$ cat config.mk
export PLATFORM = sky130hd
export DESIGN_NAME = hazard_forward_unit
export DESIGN_NICKNAME = d
export VERILOG_FILES = /design/src/rtl/hazard_forward_unit.sv
export SDC_FILE = /design/constraint.sdc
export NUM_CORES = 1
export LEC_CHECK = 0
export ABC_AREA = 1
export CORE_MARGIN = 3
export CORE_UTILIZATION = 40
export CTS_CLUSTER_DIAMETER = 60
export CTS_CLUSTER_SIZE = 28
export DETAILED_ROUTE_END_ITERATION = 7
export PLACE_DENSITY = 0.78
export SETUP_SLACK_MARGIN = 0.4
export SLEW_MARGIN = 20
export SYNTH_ARGS = -nofsm -noshare
export SYNTH_HDL_FRONTEND = slang
export SYNTH_SLANG_ARGS = --single-unit
$ cat constraint.sdc
create_clock -name clk_i -period 1.25 [get_ports clk_i]
set_input_delay 0.1875 -clock clk_i [delete_from_list [all_inputs] [get_ports clk_i]]
set_output_delay 0.1875 -clock clk_i [all_outputs]
set_load 0.005 [all_outputs]
$ cat src/rtl/hazard_forward_unit.sv
// ID-stage forwarding-select generator and load-use stall FSM; selects are registered and valid in EX.
// Defining HFU_PERF_CNT_EN adds stall_cnt_o, a free-running count of stalled cycles.
module hazard_forward_unit #(
  parameter int REG_AW       = 5,
  parameter int STALL_CYCLES = 1,
  parameter int CNT_W        = 3
) (
  input  logic              clk_i,
  input  logic              rst_i,
  input  logic              flush_i,
  input  logic              id_valid_i,
  input  logic [REG_AW-1:0] id_rs_i,
  input  logic [REG_AW-1:0] id_rt_i,
  input  logic [REG_AW-1:0] ex_rd_i,
  input  logic              ex_regwrite_i,
  input  logic              ex_memread_i,
  input  logic [REG_AW-1:0] mem_rd_i,
  input  logic              mem_regwrite_i,
  output logic [1:0]        fwd_a_sel_o,
  output logic [1:0]        fwd_b_sel_o,
  output logic              ex_valid_o,
  output logic              pc_write_o,
  output logic              ifid_write_o,
  output logic              idex_bubble_o
`ifdef HFU_PERF_CNT_EN
  ,
  output logic [31:0]       stall_cnt_o
`endif
);

  typedef enum logic {RUN, STALL} state_t;

  state_t           state_q, state_d;
  logic [CNT_W-1:0] cnt_q, cnt_d;
  logic [1:0]       fwd_a_q, fwd_a_d;
  logic [1:0]       fwd_b_q, fwd_b_d;
  logic             ex_valid_q, ex_valid_d;
  logic             hazard;
  logic             stall;

  // A load in EX only forwards from MEM/WB next cycle, so it never yields the EX/MEM select.
  logic ex_fwd_ok, mem_fwd_ok;
  assign ex_fwd_ok  = ex_regwrite_i && (ex_rd_i != '0) && !ex_memread_i;
  assign mem_fwd_ok = mem_regwrite_i && (mem_rd_i != '0);

  assign hazard = id_valid_i && ex_memread_i && ex_regwrite_i && (ex_rd_i != '0) &&
                  ((ex_rd_i == id_rs_i) || (ex_rd_i == id_rt_i));

  always_comb begin
    state_d = state_q;
    cnt_d   = cnt_q;
    stall   = 1'b0;
    case (state_q)
      RUN: begin
        if (hazard && !flush_i) begin
          stall = 1'b1;
          if (STALL_CYCLES > 1) begin
            state_d = STALL;
            cnt_d   = CNT_W'(STALL_CYCLES - 1);
          end
        end
      end
      STALL: begin
        stall = 1'b1;
        if (flush_i || (cnt_q == CNT_W'(1))) begin
          state_d = RUN;
          cnt_d   = '0;
        end else begin
          cnt_d = cnt_q - CNT_W'(1);
        end
      end
      default: begin
        state_d = RUN;
        cnt_d   = '0;
      end
    endcase
  end

  always_comb begin
    fwd_a_d    = 2'b00;
    fwd_b_d    = 2'b00;
    ex_valid_d = 1'b0;
    if (!(flush_i || stall)) begin
      if (ex_fwd_ok && (ex_rd_i == id_rs_i))        fwd_a_d = 2'b10;
      else if (mem_fwd_ok && (mem_rd_i == id_rs_i)) fwd_a_d = 2'b01;
      if (ex_fwd_ok && (ex_rd_i == id_rt_i))        fwd_b_d = 2'b10;
      else if (mem_fwd_ok && (mem_rd_i == id_rt_i)) fwd_b_d = 2'b01;
      ex_valid_d = id_valid_i;
    end
  end

  always_ff @(posedge clk_i or posedge rst_i) begin
    if (rst_i) begin
      state_q    <= RUN;
      cnt_q      <= '0;
      fwd_a_q    <= 2'b00;
      fwd_b_q    <= 2'b00;
      ex_valid_q <= 1'b0;
    end else begin
      state_q    <= state_d;
      cnt_q      <= cnt_d;
      fwd_a_q    <= fwd_a_d;
      fwd_b_q    <= fwd_b_d;
      ex_valid_q <= ex_valid_d;
    end
  end

  assign fwd_a_sel_o   = fwd_a_q;
  assign fwd_b_sel_o   = fwd_b_q;
  assign ex_valid_o    = ex_valid_q;
  assign pc_write_o    = !stall;
  assign ifid_write_o  = !stall;
  assign idex_bubble_o = stall || flush_i;

`ifdef HFU_PERF_CNT_EN
  logic [31:0] stall_cnt_q;

  always_ff @(posedge clk_i or posedge rst_i) begin
    if (rst_i)      stall_cnt_q <= '0;
    else if (stall) stall_cnt_q <= stall_cnt_q + 32'd1;
  end

  assign stall_cnt_o = stall_cnt_q;
`endif

endmodule

==> results of run 1 <==
through the flow:
step | instance area, µm² | cells
floorplan | 812 | 111
global placement | 1310 | 187
detailed placement | 1310 | 187
CTS | 1350 | 193
global route | 1370 | 193
finish | 1370 | 193
state kept, by name, summed over array words and instances (netlist names):
| signal | cells |
|---|---|
| cnt_q | 3 |
| state_q | 1 |
| fwd_a_sel_o | 2 |
| fwd_b_sel_o | 2 |
| ex_valid_o | 1 |
logic make-up (layout without fill, tap and decap cells):
family	after synthesis	count (layout)
xor gates and xnor gates	13	13
buffers and inverters	22	79
adders and majority gates	2	2
AOI/OAI and AO/OA	7	7
DFF	9	9
and+or+nand+nor	58	58
metal layers:
metal / share of wire, % / track usage [%] / wire length (µm) / up-vias
li1: - / - / - / 449
met1: 38 / 17.9 / 783 / 410
met2: 55 / 35.7 / 1140 / 34
met3: 6.0 / 3.32 / 125 / 5
met4: 1.8 / 9.22 / 38 / 0
met5: 0 / 0 / 0 / -
cell usage in the layout (no fill, tap or decap):
cell | netlist | layout
ha_2 | 0 | 1
clkbuf_4 | 0 | 3
xnor2_2 | 0 | 2
nand2_2 | 2 | 8
o21ai_1 | 0 | 2
buf_4 | 1 | 15
nand3_4 | 1 | 2
clkdlybuf4s50_1 | 0 | 2
nand3_1 | 5 | 4
ha_1 | 2 | 1
clkdlybuf4s15_2 | 0 | 1
clkdlybuf4s15_1 | 0 | 1
dlygate4sd2_1 | 0 | 9
nand2_8 | 0 | 1
o22ai_1 | 2 | 2
buf_2 | 0 | 17
clkinv_4 | 0 | 1
buf_6 | 0 | 6
xnor2_1 | 13 | 11
nor2_2 | 7 | 6
clkbuf_1 | 0 | 1
nand2b_1 | 2 | 2
nor3_2 | 0 | 1
nand2_1 | 30 | 23
nor2_1 | 8 | 5
o21ai_2 | 1 | 1
nor2_4 | 0 | 4
a21oi_2 | 0 | 2
inv_1 | 17 | 12
buf_8 | 0 | 3
dfrtp_1 | 9 | 9
nor3_1 | 2 | 1
inv_12 | 0 | 1
inv_2 | 3 | 7
nand3_2 | 1 | 1
cell type report:
| type | count | area, µm² | area share, % |
|---|---|---|---|
| timing repair buffer | 54 | 430 | 31.5 |
| sequential | 9 | 225 | 16.5 |
| tap | 25 | 31.3 | 2.29 |
| inverter | 21 | 96.3 | 7.06 |
| multi-input combinational | 80 | 556 | 40.7 |
| clock buffer | 4 | 26.3 | 1.92 |
power by group through the flow:
stage	Combinational (mW)	Clock (mW)	Sequential [mW]
finish	0.307	0.216	0.295
floorplan	0.116	0	0.300
global route	0.334	0.230	0.295
detailed placement	0.298	0	0.300
CTS	0.299	0.225	0.295
global placement	0.290	0	0.300
how the worst max path moves through the flow:
stage                    end  slack (ps)  cells after the start
6_report       idex_bubble_o           7                     11
3_3_place_gp   idex_bubble_o        -810                     11
4_1_cts        idex_bubble_o         -10                     10
5_1_grt        idex_bubble_o         -50                     10
3_5_place_dp   idex_bubble_o        -860                     11
2_1_floorplan     pc_write_o         260                      8
timing repair:
action / 4_1_cts / 5_1_grt
pin swaps: 21 / 6
setup buffers: 2 / 0
gates resized for setup: 116 / 12
endpoints found under the setup margin: 17 / 17
==> out/summary.md, run 1 <==
Power and ir drop
- Logic pwr share: 37.5%
- clock group share of total power: 26.4%
- Switch Pwr: 0.237 mW
- internal power of the cells: 0.581 mW
- VDD IR-drop max: 0.395 mV
- switching power as a share of total power: 29.0%
- PnR Total Power: 0.818 mW
- areal power density over the cells: 599 nW/µm²
- sequential cell fraction of total power: 36.0%
- Static Leakage: 0.711 nW

Synthesis
- area share of the leading cell type in the synthesized netlist: 29.4%
- mux share of post-synthesis cell area: 0%
- most numerous cell in the Yosys netlist: nand2_1
- Area contributors post-synth: dfrtp_1 (29%), xnor2_1 (15%), nand2_1 (15%), inv_1 (8.3%), nor2_2 (5.7%)
- count of flip-flops with a built-in enable after synthesis: 0
- adder-cell area share of the yosys netlist: 3.27%
- fraction of the mapped netlist area in compound gates: 5.39%
- distinct cell type count after synthesis: 20
- register bit count reported by yosys: 9
- sequential element share of the synthesized area: 29.4%
- post-synthesis average cell area: 6.90 µm²
- top cell types by occurrence after synthesis: nand2_1 (30), inv_1 (17), xnor2_1 (13)
- Post-Synthesis Net Count: 140
- library cell occupying the most area in the post-synthesis netlist: dfrtp_1
- dominant combinational cell family by area after synthesis: simple AND/OR/NAND/NOR gates
- most used flip-flop cell after synthesis: dfrtp_1
- count of warnings emitted by yosys: 0
- synthesized-area fraction occupied by and/or/nand/nor cells: 35.8%
- Netlist Area Pre-Place: 766 µm²
- synthesized instance count: 111
- parity-gate share of the synthesized area counting xor and xnor cells: 14.9%
- Async S/R FF share, synth: 100%

Clocking
- clock buffer depth: 2
- deepest level of the CTS H-tree: 1
- clock tree from TritonCTS: built
- number of buffers created by CTS: 3
- Worst-Skew Late Latency: 260 ps
- root buffer cell: clkbuf_4
- clock transition at the registers of the reported paths: 50 ps
- total of hold buffers inserted after clock tree synthesis: 0
- Num Clock Sinks: 9

Placed design
- Final GP Congestion: 0.802
- estimated wirelength of the detail-placed design: 1750 µm
- Port Buffer Count: 34
- pre-CTS setup slack: -863 ps

Floorplanning
- area inside the core boundary: 1760 µm²
- die height: 49.8 µm
- Die W: 49.8 µm
- Initial Util: 43.4%
- # IOs: 35
- die area: 2480 µm²
- cell row count: 15

Worst setup path
- most frequent cell on the critical path: nand2_2
- worst-path cell with the longest stage delay: buf_8
- arrival time of the worst setup path: 1060 ps
- maximum single-stage delay on the critical path: 130 ps
- biggest fanout along the worst timing path: 3
- Crit path max-delay family: simple AND/OR/NAND/NOR gates
- critical path, cell by cell: buf_6 -> buf_8 -> inv_12 -> nand2_2 -> nand2_1 -> nor2_1 -> nand3_1 -> nand2_2 -> nand2_2 -> nand3_4 -> buf_6
- type of destination of the critical path: output pin
- r2r worst-path depth: 4
- element type at the critical path start: input port
- FF-to-FF End: cnt_q[0]
- kind of critical path: in -> out
- launching point of the worst reg2reg path: cnt_q[0]
- worst-case register-to-register setup slack: 190 ps
- Data required, critical path: 1060 ps
- CP bufs+invs: 4
- critical path startpoint: ex_rd_i[2]

STA
- final setup margin: 6.91 ps
- Hold Worst Slack: 193 ps
- min cycle time layout: 1240 ps
- count of final max-slew check failures: 0
- setup TNS: 0 ps
- Finish-stage setup viols: 0
- Worst Clk Skew: 0.612 ps
- Slew @ Worst Pin: 332 ps
- final hold violation count: 0
- max_slew headroom: 77.9%
- setup repair after global routing missed its margin: true
- maximum operating frequency: 804 MHz
- final worst path period share: 99.4%

Route
- remaining routing DRC violations: 0
- antenna-violating nets left: 0
- via count of the routed design: 898
- drt wl/cell: 10.8 µm
- per-cell via count in the routed design: 4.65
- Initial DRC Count: 13
- iteration count of the initial detailed-routing pass: 4
- DRT Wirelength: 2080 µm

Run
- max_cap viols: 0

Finish
- count of inserted antenna diode cells: 0
- post-synthesis to final-layout area growth: 78.3%
- final standard cell utilization of the core: 77.4%
- net count of the finished layout: 198
- fillcell total: 147
- share of post-route cells with drive strength above 1: 49.4%

Outcome
- outcome: finished, final reports clean

Global route
- initial antenna violation count: 0
- wire length of the first global-routing pass: 3480 µm
- global-route usage over all layers: 18.3%
- via count of the first global-routing pass: 905
- pin count of the biggest net entering global routing: 10
- total overflow reported by the global router: 0

Hold path
- hold crit path type: in -> async

No activity file was read; power rests on OpenSTA's default activity.
==> inputs of run 2 (changes only) <==
--- a/config.mk
+++ b/config.mk
@@ -11,6 +11,7 @@
 export CTS_CLUSTER_DIAMETER = 60
 export CTS_CLUSTER_SIZE = 28
 export DETAILED_ROUTE_END_ITERATION = 7
+export MAX_ROUTING_LAYER = met4
 export PLACE_DENSITY = 0.78
 export SETUP_SLACK_MARGIN = 0.4
 export SLEW_MARGIN = 20
==> out/summary.md, run 2 (synthesis results as in run 1) <==
STA
- final worst path period share: 99.4%, about the same
- maximum operating frequency: 804 MHz, about the same
- Finish-stage setup viols: 0, unchanged
- max_slew headroom: 77.9%, about the same
- min cycle time layout: 1240 ps, about the same
- setup repair after global routing missed its margin: true, unchanged
- final setup margin: 6.96 ps, was 6.91 ps
- setup TNS: 0 ps, unchanged
- Slew @ Worst Pin: 332 ps, about the same
- final hold violation count: 0, unchanged
- Worst Clk Skew: 0.737 ps, was 0.612 ps
- count of final max-slew check failures: 0, unchanged
- Hold Worst Slack: 193 ps, about the same

Worst setup path
- element type at the critical path start: input port, unchanged
- Crit path max-delay family: simple AND/OR/NAND/NOR gates, unchanged
- CP bufs+invs: 4, unchanged
- Data required, critical path: 1060 ps, about the same
- worst-path cell with the longest stage delay: buf_8, unchanged
- maximum single-stage delay on the critical path: 130 ps, about the same
- kind of critical path: in -> out, unchanged
- arrival time of the worst setup path: 1060 ps, about the same
- critical path, cell by cell: buf_6 -> buf_8 -> inv_12 -> nand2_2 -> nand2_1 -> nor2_1 -> nand3_1 -> nand2_2 -> nand2_2 -> nand3_4 -> buf_6, unchanged
- most frequent cell on the critical path: nand2_2, unchanged
- biggest fanout along the worst timing path: 3, unchanged
- type of destination of the critical path: output pin, unchanged

Finish
- Biggest register: cnt_q, unchanged
- share of post-route cells with drive strength above 1: 49.4%, unchanged
- post-synthesis to final-layout area growth: 78.3%, unchanged
- count of inserted antenna diode cells: 0, unchanged
- Layout Cells excl Fill: 193, unchanged
- net count of the finished layout: 198, unchanged
- number of flip-flops in the largest register: 3, unchanged
- top library cells by usage in the layout, fill and taps aside: nand2_1 (23), buf_2 (17), buf_4 (15), unchanged
- commonest non-fill, non-tap cell in the layout: nand2_1, unchanged

Outcome
- outcome: finished, final reports clean, unchanged

Floorplanning
- area inside the core boundary: 1760 µm², unchanged
- die area: 2480 µm², unchanged
- # IOs: 35, unchanged
- die height: 49.8 µm, unchanged
- cell row count: 15, unchanged
- Die W: 49.8 µm, unchanged
- Initial Util: 43.4%, unchanged

Clocking
- deepest level of the CTS H-tree: 1, unchanged
- root buffer cell: clkbuf_4, unchanged
- Worst-Skew Late Latency: 260 ps, about the same
- clock tree from TritonCTS: built, unchanged
- total of hold buffers inserted after clock tree synthesis: 0, unchanged
- clock transition at the registers of the reported paths: 50 ps, about the same
- number of buffers created by CTS: 3, unchanged
- clock buffer depth: 2, unchanged
- Num Clock Sinks: 9, unchanged

Route
- antenna-violating nets left: 0, unchanged
- remaining routing DRC violations: 0, unchanged
- Initial DRC Count: 11, was 13
- per-cell via count in the routed design: 4.65, unchanged
- via count of the routed design: 898, unchanged
- drt wl/cell: 10.8 µm, about the same
- iteration count of the initial detailed-routing pass: 4, unchanged
- DRT Wirelength: 2080 µm, about the same

Global route
- global-route usage over all layers: 18.8%, was 18.3%
- total overflow reported by the global router: 0, unchanged
- initial antenna violation count: 0, unchanged
- pin count of the biggest net entering global routing: 10, unchanged
- via count of the first global-routing pass: 904, was 905
- wire length of the first global-routing pass: 3480 µm, unchanged

Hold path
- hold crit path type: in -> async, unchanged

Placed design
- number of cells after detailed placement: 187, unchanged
- estimated wirelength of the detail-placed design: 1750 µm, unchanged
- pre-CTS setup slack: -863 ps, unchanged
- Port Buffer Count: 34, unchanged
- Final GP Congestion: 0.814, was 0.802

Run
- max_cap viols: 0, unchanged

Power and ir drop
- VDD IR-drop max: 0.395 mV, about the same
- areal power density over the cells: 599 nW/µm², about the same
- PnR Total Power: 0.818 mW, about the same
- Static Leakage: 0.711 nW, unchanged

## run 2: cell counts in the layout (fill, tap and decap cells not counted)
Identical to the previous run, type by type.
## run 2: area by class of cell
class                      count  area, µm²
multi-input combinational     80        556
fill                         147        399
clock buffer                   4       26.3
tap                           25       31.3
timing repair buffer          54        430
inverter                      21       96.3
sequential                     9        225
## run 2: routing by layer
layer  GRT usage, %  routed length, µm  part of all wire (%)  vias up
li1               -                  -                     -      449
met1           18.1                783                    38      410
met2           35.7               1140                    55       34
met3           3.02                120                   5.8        5
met4           9.22                 40                   1.9        0
met5              -                  0                     0        -
## run 2: final timing paths
path                            slack (ps)  depth (start not counted)        from             end
worst max register to register         190                          4    cnt_q[0]        cnt_q[0]
min in group clk_i                     360                          3  id_valid_i      ex_valid_o
worst min-delay path                   190                          2       rst_i         state_q
max in group asynchronous              810                          2       rst_i  fwd_b_sel_o[1]
worst min register to register         560                          2    cnt_q[1]        cnt_q[1]
worst max-delay path                     7                         11  ex_rd_i[2]   idex_bubble_o
## run 2: metrics by stage
stage | util [%] | cell area [µm²]
2_1_floorplan | - | 812
3_3_place_gp | 74.3 | 1310
3_5_place_dp | 74.3 | 1310
4_1_cts | 76.7 | 1350
5_1_grt | 77.4 | 1370
6_report | 77.4 | 1370
## run 2: repair_timing
action | in CTS | in global routing
endpoints found under the setup margin | 17 | 17
buffers inserted | 2 | 0
gates resized for setup | 116 | 12
cloned | 0 | 0
pin swaps | 21 | 6
endpoints found under the hold margin | 0 | 0
## run 2: worst register-to-register path, delay by kind of cell, from the launching register on
family | cells | cell delay [ps]
AND/OR/NAND/NOR | 1 | 120
flip-flops | 1 | 400
adder cells (fa/ha/maj) | 1 | 190
AO/OA/AOI/OAI | 2 | 280
## run 2: report_power, final
group	total [mW]	switching, mW	internal [mW]
clock network	0.216	0.0936	0.122
logic	0.307	0.143	0.164
registers	0.295	0.000479	0.294
==> inputs of run 3 (changes only) <==
--- a/config.mk
+++ b/config.mk
@@ -6,7 +6,7 @@
 export NUM_CORES = 1
 export LEC_CHECK = 0
 export ABC_AREA = 1
-export CORE_MARGIN = 3
+export CORE_MARGIN = 2
 export CORE_UTILIZATION = 40
 export CTS_CLUSTER_DIAMETER = 60
 export CTS_CLUSTER_SIZE = 28
==> out/summary.md, run 3 (synthesis results as in run 1) <==
Route
- drt wl/cell: 10.7 µm, was 10.8 µm
- iteration count of the initial detailed-routing pass: 3, was 4
- remaining routing DRC violations: 0, unchanged
- via count of the routed design: 892, was 898
- Initial DRC Count: 3, was 11
- antenna-violating nets left: 0, unchanged
- DRT Wirelength: 2090 µm, was 2080 µm
- per-cell via count in the routed design: 4.55, was 4.65

STA
- final hold violation count: 0, unchanged
- Slew @ Worst Pin: 327 ps, was 332 ps
- max_slew headroom: 78.2%, was 77.9%
- final worst path period share: 100%, was 99.4%
- Hold Worst Slack: 204 ps, was 193 ps
- final setup margin: -0.165 ps, was 6.96 ps
- Finish-stage setup viols: 1, was 0
- count of final max-slew check failures: 0, unchanged
- setup repair after global routing missed its margin: true, unchanged
- Worst Clk Skew: 3.29 ps, was 0.737 ps
- maximum operating frequency: 800 MHz, was 804 MHz
- min cycle time layout: 1250 ps, was 1240 ps

Floorplanning
- Initial Util: 43.4%, unchanged
- area inside the core boundary: 1760 µm², unchanged
- die area: 2280 µm², was 2480 µm²
- die height: 47.8 µm, was 49.8 µm
- cell row count: 15, unchanged
- # IOs: 35, unchanged
- Die W: 47.8 µm, was 49.8 µm

Global route
- initial antenna violation count: 0, unchanged
- total overflow reported by the global router: 0, unchanged
- via count of the first global-routing pass: 910, was 904
- pin count of the biggest net entering global routing: 10, unchanged
- global-route usage over all layers: 20.6%, was 18.8%
- wire length of the first global-routing pass: 3260 µm, was 3480 µm

Finish
- post-synthesis to final-layout area growth: 79.9%, was 78.3%
- fillcell total: 149, was 147
- Biggest register: cnt_q, unchanged
- number of flip-flops in the largest register: 3, unchanged
- top library cells by usage in the layout, fill and taps aside: nand2_1 (26), buf_4 (20), buf_2 (16), was nand2_1 (23), buf_2 (17), buf_4 (15)
- flip-flop and latch area: 225 µm², unchanged
- combined area of the multi-input logic cells: 567 µm², was 556 µm²
- final standard cell utilization of the core: 78.1%, was 77.4%
- net count of the finished layout: 201, was 198
- count of inserted antenna diode cells: 0, unchanged
- share of post-route cells with drive strength above 1: 49.7%, was 49.4%
- commonest non-fill, non-tap cell in the layout: nand2_1, unchanged

Clocking
- root buffer cell: clkbuf_4, unchanged
- deepest level of the CTS H-tree: 1, unchanged
- clock buffer depth: 2, unchanged
- total of hold buffers inserted after clock tree synthesis: 0, unchanged
- clock transition at the registers of the reported paths: 60 ps, was 50 ps
- number of buffers created by CTS: 3, unchanged
- Num Clock Sinks: 9, unchanged
- clock tree from TritonCTS: built, unchanged
- Worst-Skew Late Latency: 250 ps, was 260 ps

Worst setup path
- Data required, critical path: 1060 ps, about the same
- element type at the critical path start: input port, unchanged
- biggest fanout along the worst timing path: 3, unchanged
- kind of critical path: in -> out, unchanged
- arrival time of the worst setup path: 1060 ps, about the same
- type of destination of the critical path: output pin, unchanged

Placed design
- Port Buffer Count: 34, unchanged
- Final GP Congestion: 0.855, was 0.814
- estimated wirelength of the detail-placed design: 1700 µm, was 1750 µm

Power and ir drop
- VDD IR-drop max: 0.320 mV, was 0.395 mV
- areal power density over the cells: 577 nW/µm², was 599 nW/µm²
- Static Leakage: 0.731 nW, was 0.711 nW

Outcome
- outcome: finished, violations left, was finished, final reports clean
- failing checks: setup timing

Run
- max_cap viols: 0, unchanged

Hold path
- hold crit path type: in -> async, unchanged

-- run 3: worst paths after layout --
path	slack, ps	cells past startpoint	to	start
max	-0.2	10	idex_bubble_o	id_rt_i[0]
min	200	2	cnt_q[0]	rst_i
max reg2reg	210	4	cnt_q[2]	cnt_q[0]
min reg2reg	640	3	cnt_q[0]	state_q
max in group asynchronous	800	2	fwd_b_sel_o[0]	rst_i
min in group clk_i	350	3	ex_valid_o	id_valid_i
-- run 3: critical path, cell delays in order --
cell     delay (ps)
buf_6            90
buf_6           120
nor2_4           90
nor2_2           40
nor2_1          110
nand3_2         100
nand2_2          90
nand2_2          70
nand3_4          70
buf_6            90
-- run 3: final cells by class --
cell class | instances | share of cell area, %
Timing Repair Buffer | 57 | 31.5
Tap cell | 25 | 2.27
Clock buffer | 4 | 1.91
Multi-Input combinational cell | 80 | 41.1
Inverter | 21 | 6.81
Sequential cell | 9 | 16.3
-- run 3: timing repair --
action,in CTS,in global routing
gates resized for setup,112,9
endpoints found under the setup margin,17,17
setup buffers,4,1
pin swaps,22,8
-- run 3: power by group --
| part | total, mW | switching, mW | internal (mW) |
|---|---|---|---|
| registers | 0.295 | 0.000522 | 0.294 |
| logic | 0.290 | 0.133 | 0.156 |
| clock network | 0.211 | 0.0887 | 0.122 |
-- run 3: stage by stage --
| step | setup WS [ps] | setup TNS [ps] | instances | power [mW] | instance area [µm²] |
|---|---|---|---|---|---|
| 5_1_grt | -83.2 | -176 | 196 | 0.835 | 1380 |
| 3_3_place_gp | -801 | -4480 | 187 | 0.591 | 1310 |
| 3_5_place_dp | -835 | -4740 | 187 | 0.597 | 1310 |
| 4_1_cts | -5.58 | -5.58 | 195 | 0.791 | 1340 |
| 2_1_floorplan | 259 | 0 | 111 | 0.416 | 812 |
| 6_report | -0.165 | -0.165 | 196 | 0.795 | 1380 |
-- run 3: layer usage --
| layer | vias to the layer above | part of all wire, % | routed length [µm] | GRT usage, % |
|---|---|---|---|---|
| met1 | 407 | 37 | 768 | 18.8 |
| met4 | 0 | 1.0 | 21 | 8.65 |
| met3 | 4 | 5.5 | 115 | 1.89 |
| met2 | 30 | 57 | 1180 | 41.9 |
| met5 | - | 0 | 0 | - |
| li1 | 451 | - | - | - |
